===== src/rtl/mem_arb_pkg.sv =====
// Shared types and constants for the unified-memory fetch/data arbiter.
package mem_arb_pkg;

    localparam int XLEN = 32;
    localparam int LS_W = 4;

    typedef enum logic [1:0] {
        IDLE    = 2'd0,
        IF_BUSY = 2'd1,
        D_BUSY  = 2'd2
    } arb_state_e;

    typedef enum logic [1:0] {
        OWN_NONE = 2'd0,
        OWN_IF   = 2'd1,
        OWN_D    = 2'd2
    } owner_e;

    // Which requester owns the transaction currently in flight.
    function automatic owner_e state_owner(input arb_state_e st);
        owner_e own;
        case (st)
            IF_BUSY: own = OWN_IF;
            D_BUSY:  own = OWN_D;
            default: own = OWN_NONE;
        endcase
        return own;
    endfunction

endpackage


===== src/rtl/mem_arbiter_if.sv =====
// Bundle of fetch, data and memory-side signals around the arbiter.
// The arbiter connects through the slave modport; the core/memory side uses master.
interface mem_arbiter_if;
    import mem_arb_pkg::*;

    logic              if_req;
    logic [XLEN-1:0]   if_addr;
    logic              if_gnt;
    logic              if_rvalid;
    logic [XLEN-1:0]   if_rdata;

    logic              d_req;
    logic              d_we;
    logic [LS_W-1:0]   d_ls;
    logic [XLEN-1:0]   d_addr;
    logic [XLEN-1:0]   d_wdata;
    logic              d_gnt;
    logic              d_rvalid;
    logic [XLEN-1:0]   d_rdata;

    logic              mem_req;
    logic              mem_we;
    logic [LS_W-1:0]   mem_ls;
    logic [XLEN-1:0]   mem_addr;
    logic [XLEN-1:0]   mem_wdata;
    logic              mem_ready;
    logic [XLEN-1:0]   mem_rdata;

    modport slave (
        input  if_req, if_addr,
        input  d_req, d_we, d_ls, d_addr, d_wdata,
        input  mem_ready, mem_rdata,
        output if_gnt, if_rvalid, if_rdata,
        output d_gnt, d_rvalid, d_rdata,
        output mem_req, mem_we, mem_ls, mem_addr, mem_wdata
    );

    modport master (
        output if_req, if_addr,
        output d_req, d_we, d_ls, d_addr, d_wdata,
        output mem_ready, mem_rdata,
        input  if_gnt, if_rvalid, if_rdata,
        input  d_gnt, d_rvalid, d_rdata,
        input  mem_req, mem_we, mem_ls, mem_addr, mem_wdata
    );

endinterface


===== src/rtl/mem_arb_perf.sv =====
// Wait-cycle counters: cycles a requester spends with req high and no grant.
module mem_arb_perf
    import mem_arb_pkg::*;
(
    input  logic            clk,
    input  logic            rst,
    input  logic            if_req,
    input  logic            if_gnt,
    input  logic            d_req,
    input  logic            d_gnt,
    output logic [XLEN-1:0] perf_if_wait,
    output logic [XLEN-1:0] perf_d_wait
);

    logic [XLEN-1:0] if_wait_r;
    logic [XLEN-1:0] d_wait_r;

    // Free-running wrap-around stall counters.
    always_ff @(posedge clk) begin
        if (rst) begin
            if_wait_r <= {XLEN{1'b0}};
            d_wait_r  <= {XLEN{1'b0}};
        end else begin
            if (if_req && !if_gnt) begin
                if_wait_r <= if_wait_r + 32'd1;
            end
            if (d_req && !d_gnt) begin
                d_wait_r <= d_wait_r + 32'd1;
            end
        end
    end

    assign perf_if_wait = if_wait_r;
    assign perf_d_wait  = d_wait_r;

endmodule


===== src/rtl/mem_arbiter.sv =====
// Single-port memory arbiter between instruction fetch and load/store ports.
// Define MEM_ARB_PERF_EN to build the perf_if_wait/perf_d_wait stall counters.
module mem_arbiter
    import mem_arb_pkg::*;
#(
    parameter int MAX_DSTREAK = 4
)(
    input  logic            clk,
    input  logic            rst,
    mem_arbiter_if.slave    bus,
    output logic [XLEN-1:0] perf_if_wait,
    output logic [XLEN-1:0] perf_d_wait
);

    localparam logic [3:0] MAX_DS = 4'(MAX_DSTREAK);

    arb_state_e      state_r;
    arb_state_e      state_s;
    logic            if_gnt_s;
    logic            d_gnt_s;
    logic [3:0]      dstreak_r;

    logic            mem_req_r;
    logic            mem_we_r;
    logic [LS_W-1:0] mem_ls_r;
    logic [XLEN-1:0] mem_addr_r;
    logic [XLEN-1:0] mem_wdata_r;

    logic            if_rvalid_r;
    logic [XLEN-1:0] if_rdata_r;
    logic            d_rvalid_r;
    logic [XLEN-1:0] d_rdata_r;

    logic            done_s;

    // Next-state and grant decode; data wins unless fetch has waited out the streak.
    always_comb begin
        state_s  = state_r;
        if_gnt_s = 1'b0;
        d_gnt_s  = 1'b0;
        case (state_r)
            IDLE: begin
                if (rst) begin
                    state_s = IDLE;
                end else if (bus.d_req && (!bus.if_req || (dstreak_r < MAX_DS))) begin
                    d_gnt_s = 1'b1;
                    state_s = D_BUSY;
                end else if (bus.if_req) begin
                    if_gnt_s = 1'b1;
                    state_s  = IF_BUSY;
                end else begin
                    state_s = IDLE;
                end
            end
            IF_BUSY, D_BUSY: begin
                if (bus.mem_ready) begin
                    state_s = IDLE;
                end else begin
                    state_s = state_r;
                end
            end
            default: state_s = IDLE;
        endcase
    end

    assign done_s = (state_r != IDLE) && bus.mem_ready;

    // State register.
    always_ff @(posedge clk) begin
        if (rst) begin
            state_r <= IDLE;
        end else begin
            state_r <= state_s;
        end
    end

    // Consecutive data grants taken while a fetch was waiting.
    always_ff @(posedge clk) begin
        if (rst) begin
            dstreak_r <= 4'd0;
        end else if (d_gnt_s) begin
            if (!bus.if_req) begin
                dstreak_r <= 4'd0;
            end else if (dstreak_r != 4'd15) begin
                dstreak_r <= dstreak_r + 4'd1;
            end
        end else if (if_gnt_s) begin
            dstreak_r <= 4'd0;
        end
    end

    // Transaction copy toward memory; requesters may change fields after their grant.
    always_ff @(posedge clk) begin
        if (rst) begin
            mem_req_r   <= 1'b0;
            mem_we_r    <= 1'b0;
            mem_ls_r    <= {LS_W{1'b0}};
            mem_addr_r  <= {XLEN{1'b0}};
            mem_wdata_r <= {XLEN{1'b0}};
        end else if (d_gnt_s) begin
            mem_req_r   <= 1'b1;
            mem_we_r    <= bus.d_we;
            mem_ls_r    <= bus.d_ls;
            mem_addr_r  <= bus.d_addr;
            mem_wdata_r <= bus.d_wdata;
        end else if (if_gnt_s) begin
            mem_req_r   <= 1'b1;
            mem_we_r    <= 1'b0;
            mem_ls_r    <= {LS_W{1'b0}};
            mem_addr_r  <= bus.if_addr;
            mem_wdata_r <= {XLEN{1'b0}};
        end else if (done_s) begin
            mem_req_r   <= 1'b0;
        end
    end

    // Completion pulse and read data routed back to the owner.
    always_ff @(posedge clk) begin
        if (rst) begin
            if_rvalid_r <= 1'b0;
            if_rdata_r  <= {XLEN{1'b0}};
            d_rvalid_r  <= 1'b0;
            d_rdata_r   <= {XLEN{1'b0}};
        end else begin
            if_rvalid_r <= 1'b0;
            d_rvalid_r  <= 1'b0;
            if (done_s) begin
                case (state_owner(state_r))
                    OWN_IF: begin
                        if_rvalid_r <= 1'b1;
                        if_rdata_r  <= bus.mem_rdata;
                    end
                    OWN_D: begin
                        d_rvalid_r <= 1'b1;
                        d_rdata_r  <= mem_we_r ? {XLEN{1'b0}} : bus.mem_rdata;
                    end
                    default: begin
                        if_rvalid_r <= 1'b0;
                        d_rvalid_r  <= 1'b0;
                    end
                endcase
            end
        end
    end

    assign bus.if_gnt    = if_gnt_s;
    assign bus.d_gnt     = d_gnt_s;
    assign bus.if_rvalid = if_rvalid_r;
    assign bus.if_rdata  = if_rdata_r;
    assign bus.d_rvalid  = d_rvalid_r;
    assign bus.d_rdata   = d_rdata_r;
    assign bus.mem_req   = mem_req_r;
    assign bus.mem_we    = mem_we_r;
    assign bus.mem_ls    = mem_ls_r;
    assign bus.mem_addr  = mem_addr_r;
    assign bus.mem_wdata = mem_wdata_r;

`ifdef MEM_ARB_PERF_EN
    mem_arb_perf u_perf (
        .clk          (clk),
        .rst          (rst),
        .if_req       (bus.if_req),
        .if_gnt       (if_gnt_s),
        .d_req        (bus.d_req),
        .d_gnt        (d_gnt_s),
        .perf_if_wait (perf_if_wait),
        .perf_d_wait  (perf_d_wait)
    );
`else
    assign perf_if_wait = {XLEN{1'b0}};
    assign perf_d_wait  = {XLEN{1'b0}};
`endif

endmodule


===== src/flat_wrapper.sv =====
// flat-port wrapper written by rule: the top's interface ports become plain ports
module mem_arbiter_flat import mem_arb_pkg::*;
#(
    parameter int MAX_DSTREAK = 4
)
  (clk, rst, perf_if_wait, perf_d_wait, bus_if_req, bus_if_addr, bus_d_req, bus_d_we, bus_d_ls, bus_d_addr, bus_d_wdata, bus_mem_ready, bus_mem_rdata, bus_if_gnt, bus_if_rvalid, bus_if_rdata, bus_d_gnt, bus_d_rvalid, bus_d_rdata, bus_mem_req, bus_mem_we, bus_mem_ls, bus_mem_addr, bus_mem_wdata);
  mem_arbiter_if bus_i ();
  input  logic clk;
  input  logic rst;
  output logic [XLEN-1:0] perf_if_wait;
  output logic [XLEN-1:0] perf_d_wait;
  input wire logic [$bits(bus_i.if_req)-1:0] bus_if_req;
  input wire logic [$bits(bus_i.if_addr)-1:0] bus_if_addr;
  input wire logic [$bits(bus_i.d_req)-1:0] bus_d_req;
  input wire logic [$bits(bus_i.d_we)-1:0] bus_d_we;
  input wire logic [$bits(bus_i.d_ls)-1:0] bus_d_ls;
  input wire logic [$bits(bus_i.d_addr)-1:0] bus_d_addr;
  input wire logic [$bits(bus_i.d_wdata)-1:0] bus_d_wdata;
  input wire logic [$bits(bus_i.mem_ready)-1:0] bus_mem_ready;
  input wire logic [$bits(bus_i.mem_rdata)-1:0] bus_mem_rdata;
  output wire logic [$bits(bus_i.if_gnt)-1:0] bus_if_gnt;
  output wire logic [$bits(bus_i.if_rvalid)-1:0] bus_if_rvalid;
  output wire logic [$bits(bus_i.if_rdata)-1:0] bus_if_rdata;
  output wire logic [$bits(bus_i.d_gnt)-1:0] bus_d_gnt;
  output wire logic [$bits(bus_i.d_rvalid)-1:0] bus_d_rvalid;
  output wire logic [$bits(bus_i.d_rdata)-1:0] bus_d_rdata;
  output wire logic [$bits(bus_i.mem_req)-1:0] bus_mem_req;
  output wire logic [$bits(bus_i.mem_we)-1:0] bus_mem_we;
  output wire logic [$bits(bus_i.mem_ls)-1:0] bus_mem_ls;
  output wire logic [$bits(bus_i.mem_addr)-1:0] bus_mem_addr;
  output wire logic [$bits(bus_i.mem_wdata)-1:0] bus_mem_wdata;
  assign bus_i.if_req = bus_if_req;
  assign bus_i.if_addr = bus_if_addr;
  assign bus_i.d_req = bus_d_req;
  assign bus_i.d_we = bus_d_we;
  assign bus_i.d_ls = bus_d_ls;
  assign bus_i.d_addr = bus_d_addr;
  assign bus_i.d_wdata = bus_d_wdata;
  assign bus_i.mem_ready = bus_mem_ready;
  assign bus_i.mem_rdata = bus_mem_rdata;
  assign bus_if_gnt = bus_i.if_gnt;
  assign bus_if_rvalid = bus_i.if_rvalid;
  assign bus_if_rdata = bus_i.if_rdata;
  assign bus_d_gnt = bus_i.d_gnt;
  assign bus_d_rvalid = bus_i.d_rvalid;
  assign bus_d_rdata = bus_i.d_rdata;
  assign bus_mem_req = bus_i.mem_req;
  assign bus_mem_we = bus_i.mem_we;
  assign bus_mem_ls = bus_i.mem_ls;
  assign bus_mem_addr = bus_i.mem_addr;
  assign bus_mem_wdata = bus_i.mem_wdata;
  mem_arbiter #(.MAX_DSTREAK(MAX_DSTREAK)) u_core (.clk(clk), .rst(rst), .bus(bus_i), .perf_if_wait(perf_if_wait), .perf_d_wait(perf_d_wait));
endmodule

===== config.mk =====
export PLATFORM = sky130hd
export DESIGN_NAME = mem_arbiter_flat
export DESIGN_NICKNAME = d
export VERILOG_FILES = /design/src/rtl/mem_arb_pkg.sv /design/src/rtl/mem_arbiter_if.sv /design/src/rtl/mem_arb_perf.sv /design/src/rtl/mem_arbiter.sv /design/src/flat_wrapper.sv
export SDC_FILE = /design/constraint.sdc
export NUM_CORES = 1
export LEC_CHECK = 0
export CORE_AREA = 2 2 132 134
export DETAILED_ROUTE_END_ITERATION = 10
export DIE_AREA = 0 0 134 136
export PLACE_DENSITY = 0.79
export SYNTH_ARGS = -nofsm -noshare
export SYNTH_HDL_FRONTEND = slang
export SYNTH_SLANG_ARGS = --single-unit

===== constraint.sdc =====
create_clock -name clk -period 1.7 [get_ports clk]
set_input_delay 0.34 -clock clk [delete_from_list [all_inputs] [get_ports clk]]
set_output_delay 0.34 -clock clk [all_outputs]
set_load 0.005 [all_outputs]

---- Word level (Yosys, flattened, before mapping) ----
Index checks and enable logic that the tools add are counted.
word-level totals
  memory bits (read-only) ................. 0
  output and inout port bits .............. 202
  memories ................................ 0
  latch bits .............................. 0
  bits in registers ....................... 142
  RAM bits ................................ 0
cells by class
  eq/ne operators ......................... 7
  div/mod/pow operators ................... 0
  multipliers ............................. 0
  $add $sub $neg .......................... 1
  reduce and logical (&&, ||, !) cells .... 13
  bitwise operators ....................... 1
  $lt $le $gt $ge ......................... 1
  shifts and indexed selects .............. 0
  multiplexer cells ....................... 31
operators by type and width
  operator               count
  $mux W32               5
  $mux W4                5
  $mux W1                15
  $mux W2                4
  $pmux W2 S2            2
  $reduce_and A2 Y1      3
  $add A4 B1 Y4 const B  1
  $eq A2 B1 Y1 const B   2
  $eq A2 B2 Y1 const B   2
  $lt A4 B3 Y1 const B   1
  $ne A4 B4 Y1 const B   1
  $reduce_bool A2 Y1     2
  $reduce_or A2 Y1       2
  $ne A3 B2 Y1 const B   1
  $reduce_bool A3 Y1     1
  $logic_and A1 B1 Y1    2
  $logic_not A2 Y1       1
  $ne A2 B2 Y1 const B   1
  $logic_not A1 Y1       1
  $logic_or A1 B1 Y1     1
  $not A1 Y1             1

---- Longest topological paths before layout ----
  depth after elaboration ................. 8
  depth in mapped cells ................... 7
  mapped depth without buffers ............ 5

---- Worst setup path before layout ----
No wires, ideal clock.
  kind .................................... register to output
  start ................................... register u_core.state_r[0]
  end ..................................... output bus_if_gnt
  path slack .............................. 125 ps
  stages on the path, launching flop included .. 7
  data arrival time ....................... 1,235 ps
  cell sequence ........................... dfxtp_1 -> inv_1 -> ha_1 -> nand2_1 -> or2_1 -> buf_2 -> nor2_1
on the way
  longest elaborated chain between the ends .. 2
RTL lines
  what                    line                RTL
  from (decl)             mem_arbiter.sv:17   arb_state_e state_r;
  from (signal assigned)  mem_arbiter.sv:73   state_r <= state_s;
  $logic_not A2 Y1        mem_arbiter.sv:41   case (state_r)
  $mux W1                 mem_arbiter.sv:41
  to (decl)               flat_wrapper.sv:21  output wire logic [$bits(bus_i.if_gnt)-1:0] bus_if_gnt;
Every way passes these cells.

---- Worst setup path in the final report ----
Same ends and word-level chain as after synthesis.

==> results_dict.tcl <==
set metrics [dict create \
    status "finished, violations left" \
    violations "setup timing" \
    die_area_sq_um 18200 \
    finalHoldViolCount 0 \
    antenna_found_initial 0 \
    dieHeight_um 136 \
    skew_ns 0.00817 \
    place_ws_ns -0.546 \
    drv_slew 0 \
    pwr-share-seq_pct 42.1 \
    crit_type "reg2out" \
    grt_pass1_vias 4645 \
    syn_area_sq_um 5430 \
    clockBufferDepth 2 \
    grt_overflow_total 0 \
    synth_enable_flop_cells 0 \
    nets 976 \
    syn_avg_cell_area_sq_um 9.91 \
    final_layout_size_suffix_gt1_share_pct 11.7 \
    grt_max_degree 41 \
    critPathRequiredTime_ns 1.36 \
    pin_count 340 \
    synth.most_common_cell "dfxtp_1" \
    rsz0062_at_grt "yes" \
    drc_errors 0 \
    fin_util_pct 53.3 \
    netSwitchingFraction_pct 23.5 \
    port_buffers 275 \
    cap_violations 0 \
    htreeDepth 4 \
    fin_ws_ns -0.126 \
    holdCritPathClass "in2reg" \
    clk_transition_reported_paths_ns 0.06 \
    post_dp_cell_area_sq_um 8340 \
    power_switching_mw 2.01 \
    start_util_pct 32.2 \
    wl_um 16400 \
    post_synth_inst_count 548 \
    vias_per_cell 4.67 \
    combPwrFrac_pct 15.6 \
    yosysSeqAreaShare_pct 52.3 \
    fmax_mhz 548 \
    dp_hpwl_um 11900 \
    post-route-period-util_pct 107 \
    netlist_top_cells_count "dfxtp_1 (142), a22o_1 (70), nand2_1 (68)" \
    p_int_mw 6.54 \
    drt-initial-drc-count 210 \
    total_power_mw 8.55 \
    finalSetupViolCount 2 \
    synth-adder-area-share_pct 0.921 \
    powerDensity_nw_per_um2 951 \
    clock_latency_ns 0.41 \
    diodes 0 \
    arrival_ns 1.49 \
    detail-route-antenna-nets 0 \
    cts_hold_buf 0 \
    finalSetupTns_ns -0.225 \
    dp_cells 1036 \
    cts_tree "done" \
    hold_slack_ns 0.373 \
    fin_area_sq_um 8990 \
    cts_sinks 142 \
    clockRootBuffer "clkbuf_16" \
    ys_top_cells_by_area "dfxtp_1 (52%), a22o_1 (11%), buf_4 (8.8%), a21oi_1 (5.1%), nand2_1 (4.7%)" \
    coreArea_sq_um 16900 \
    rows 48 \
    fp.dieW_um 134 \
    critPathLaunchType "register" \
    finalWeightedCongestion 0.762 \
    min_period_ns 1.83 \
    leakage_nw 3.49 \
    yosys_warnings 0 \
    synth_compound_area_share_pct 23.4 \
    synth_xor_area_share_pct 0 \
    peakVddDrop_mv 0.617 \
    yosys.area_share.simple_pct 9.42 \
    grt_pass1_wl_um 24600 \
    path_max_fanout 4 \
    yosysUniqueCellTypes 32 \
    muxShareOfSynthArea_pct 0 \
    fin_cells 1070 \
    synth_seq_cells 142 \
    cts_buffers 17 \
    synth_top_area_share_pct 52.3 \
    track_usage_pct 17.2 \
    clkPwrFrac_pct 42.4 \
    synth_top_family_by_area "compound AO/OA/AOI/OAI gates" \
    end_kind "output pin" \
    post_drt_wl_per_cell_um 15.3 \
    first_pass_iters 4 \
    syn_to_final_growth_pct 65.4 \
    num_vias 4992 \
    synth-main-ff-cell "dfxtp_1" \
    netlist.top_cell.by_area "dfxtp_1" \
    synthArstFlopShare_pct 0 \
]
[final timing paths]
check	end	cells after the start	from	slack, ns
hold reg to reg	u_core.bus.if_rdata[26]	2	u_core.bus.if_rdata[26]	0.45
hold / removal	u_core.bus.mem_addr[3]	3	rst	0.37
setup / recovery	bus_if_gnt	6	u_core.state_r[0]	-0.13
setup reg to reg	u_core.bus.mem_addr[29]	8	u_core.state_r[0]	0.05
[routing by layer]
metal | wire, um | up-vias | track usage, %
li1 | - | 2388 | -
met2 | 7960 | 222 | 28.6
met4 | 205 | 0 | 5.02
met1 | 6830 | 2366 | 20.9
met3 | 1390 | 16 | 6.15
met5 | 0 | - | 0
[cells in the final DEF, fill, tap and decap left out, types with 2 or more instances in the layout]
master             n
clkdlybuf4s50_1  271
dfxtp_1          139
a22o_1            70
nand2_1           66
conb_1            64
a21oi_1           55
buf_4             25
inv_1             22
nor3_1            22
o221a_2           18
clkbuf_16         17
o32ai_1           12
buf_12             6
nor2_1             4
ha_1               3
clkinv_2           3
clkinvlp_4         3
buf_2              3
o21a_1             2
inv_2              2
or2_4              2
o221a_1            2
a32o_1             2
nor2b_1            2
or3_1              2
clkbuf_8           2
bufinv_16          2
buf_8              2
dfxtp_2            2
[worst max-delay path, stage by stage (launching register included)]
cell     delay [ns]
dfxtp_2        0.32
inv_2          0.07
ha_4           0.17
nand2_2        0.06
or2_4          0.24
nor2_1         0.07
buf_2          0.14
[flip-flops by register name, indices dropped and copies added (netlist names)]
register              cells
u_core.bus.if_rvalid      1
u_core.bus.mem_ls         4
u_core.bus.mem_addr      32
u_core.dstreak_r          4
u_core.state_r            2
u_core.bus.mem_req        1
u_core.bus.d_rvalid       1
u_core.bus.mem_we         1
u_core.bus.d_rdata       32
u_core.bus.if_rdata      32
u_core.bus.mem_wdata     32
[layout make-up]
type | instances | area [sq um]
Clock buffer | 20 | 457
Clock inverter | 10 | 115
Fill cell | 1495 | 7890
Inverter | 24 | 90.1
Multi-Input combinational cell | 341 | 2120
Sequential cell | 142 | 2850
Tap cell | 225 | 282
Timing Repair Buffer | 308 | 3080
[kinds of logic after synthesis]
kind of cell / count (synthesis)
AO/OA/AOI/OAI: 164
adder cells (fa/ha/maj): 4
flip-flops: 142
AND/OR/NAND/NOR: 109
buffers and inverters: 128
other: 1
[power by group through the flow]
| stage | clock network, mW | logic [mW] | registers, mW |
|---|---|---|---|
| after floorplan | 0 | 0.544 | 3.67 |
| final | 3.62 | 1.33 | 3.60 |
| after global routing | 3.86 | 1.43 | 3.61 |
| after detailed placement | 0 | 1.30 | 3.66 |
| after CTS | 3.71 | 1.33 | 3.59 |
| after global placement | 0 | 1.28 | 3.66 |
[what timing repair did]
item,CTS,global route
buffers inserted,3,1
pin swaps,2,2
endpoints found under the setup margin,57,65
gates resized for setup,21,5
Power figures use the tool's default switching activity.
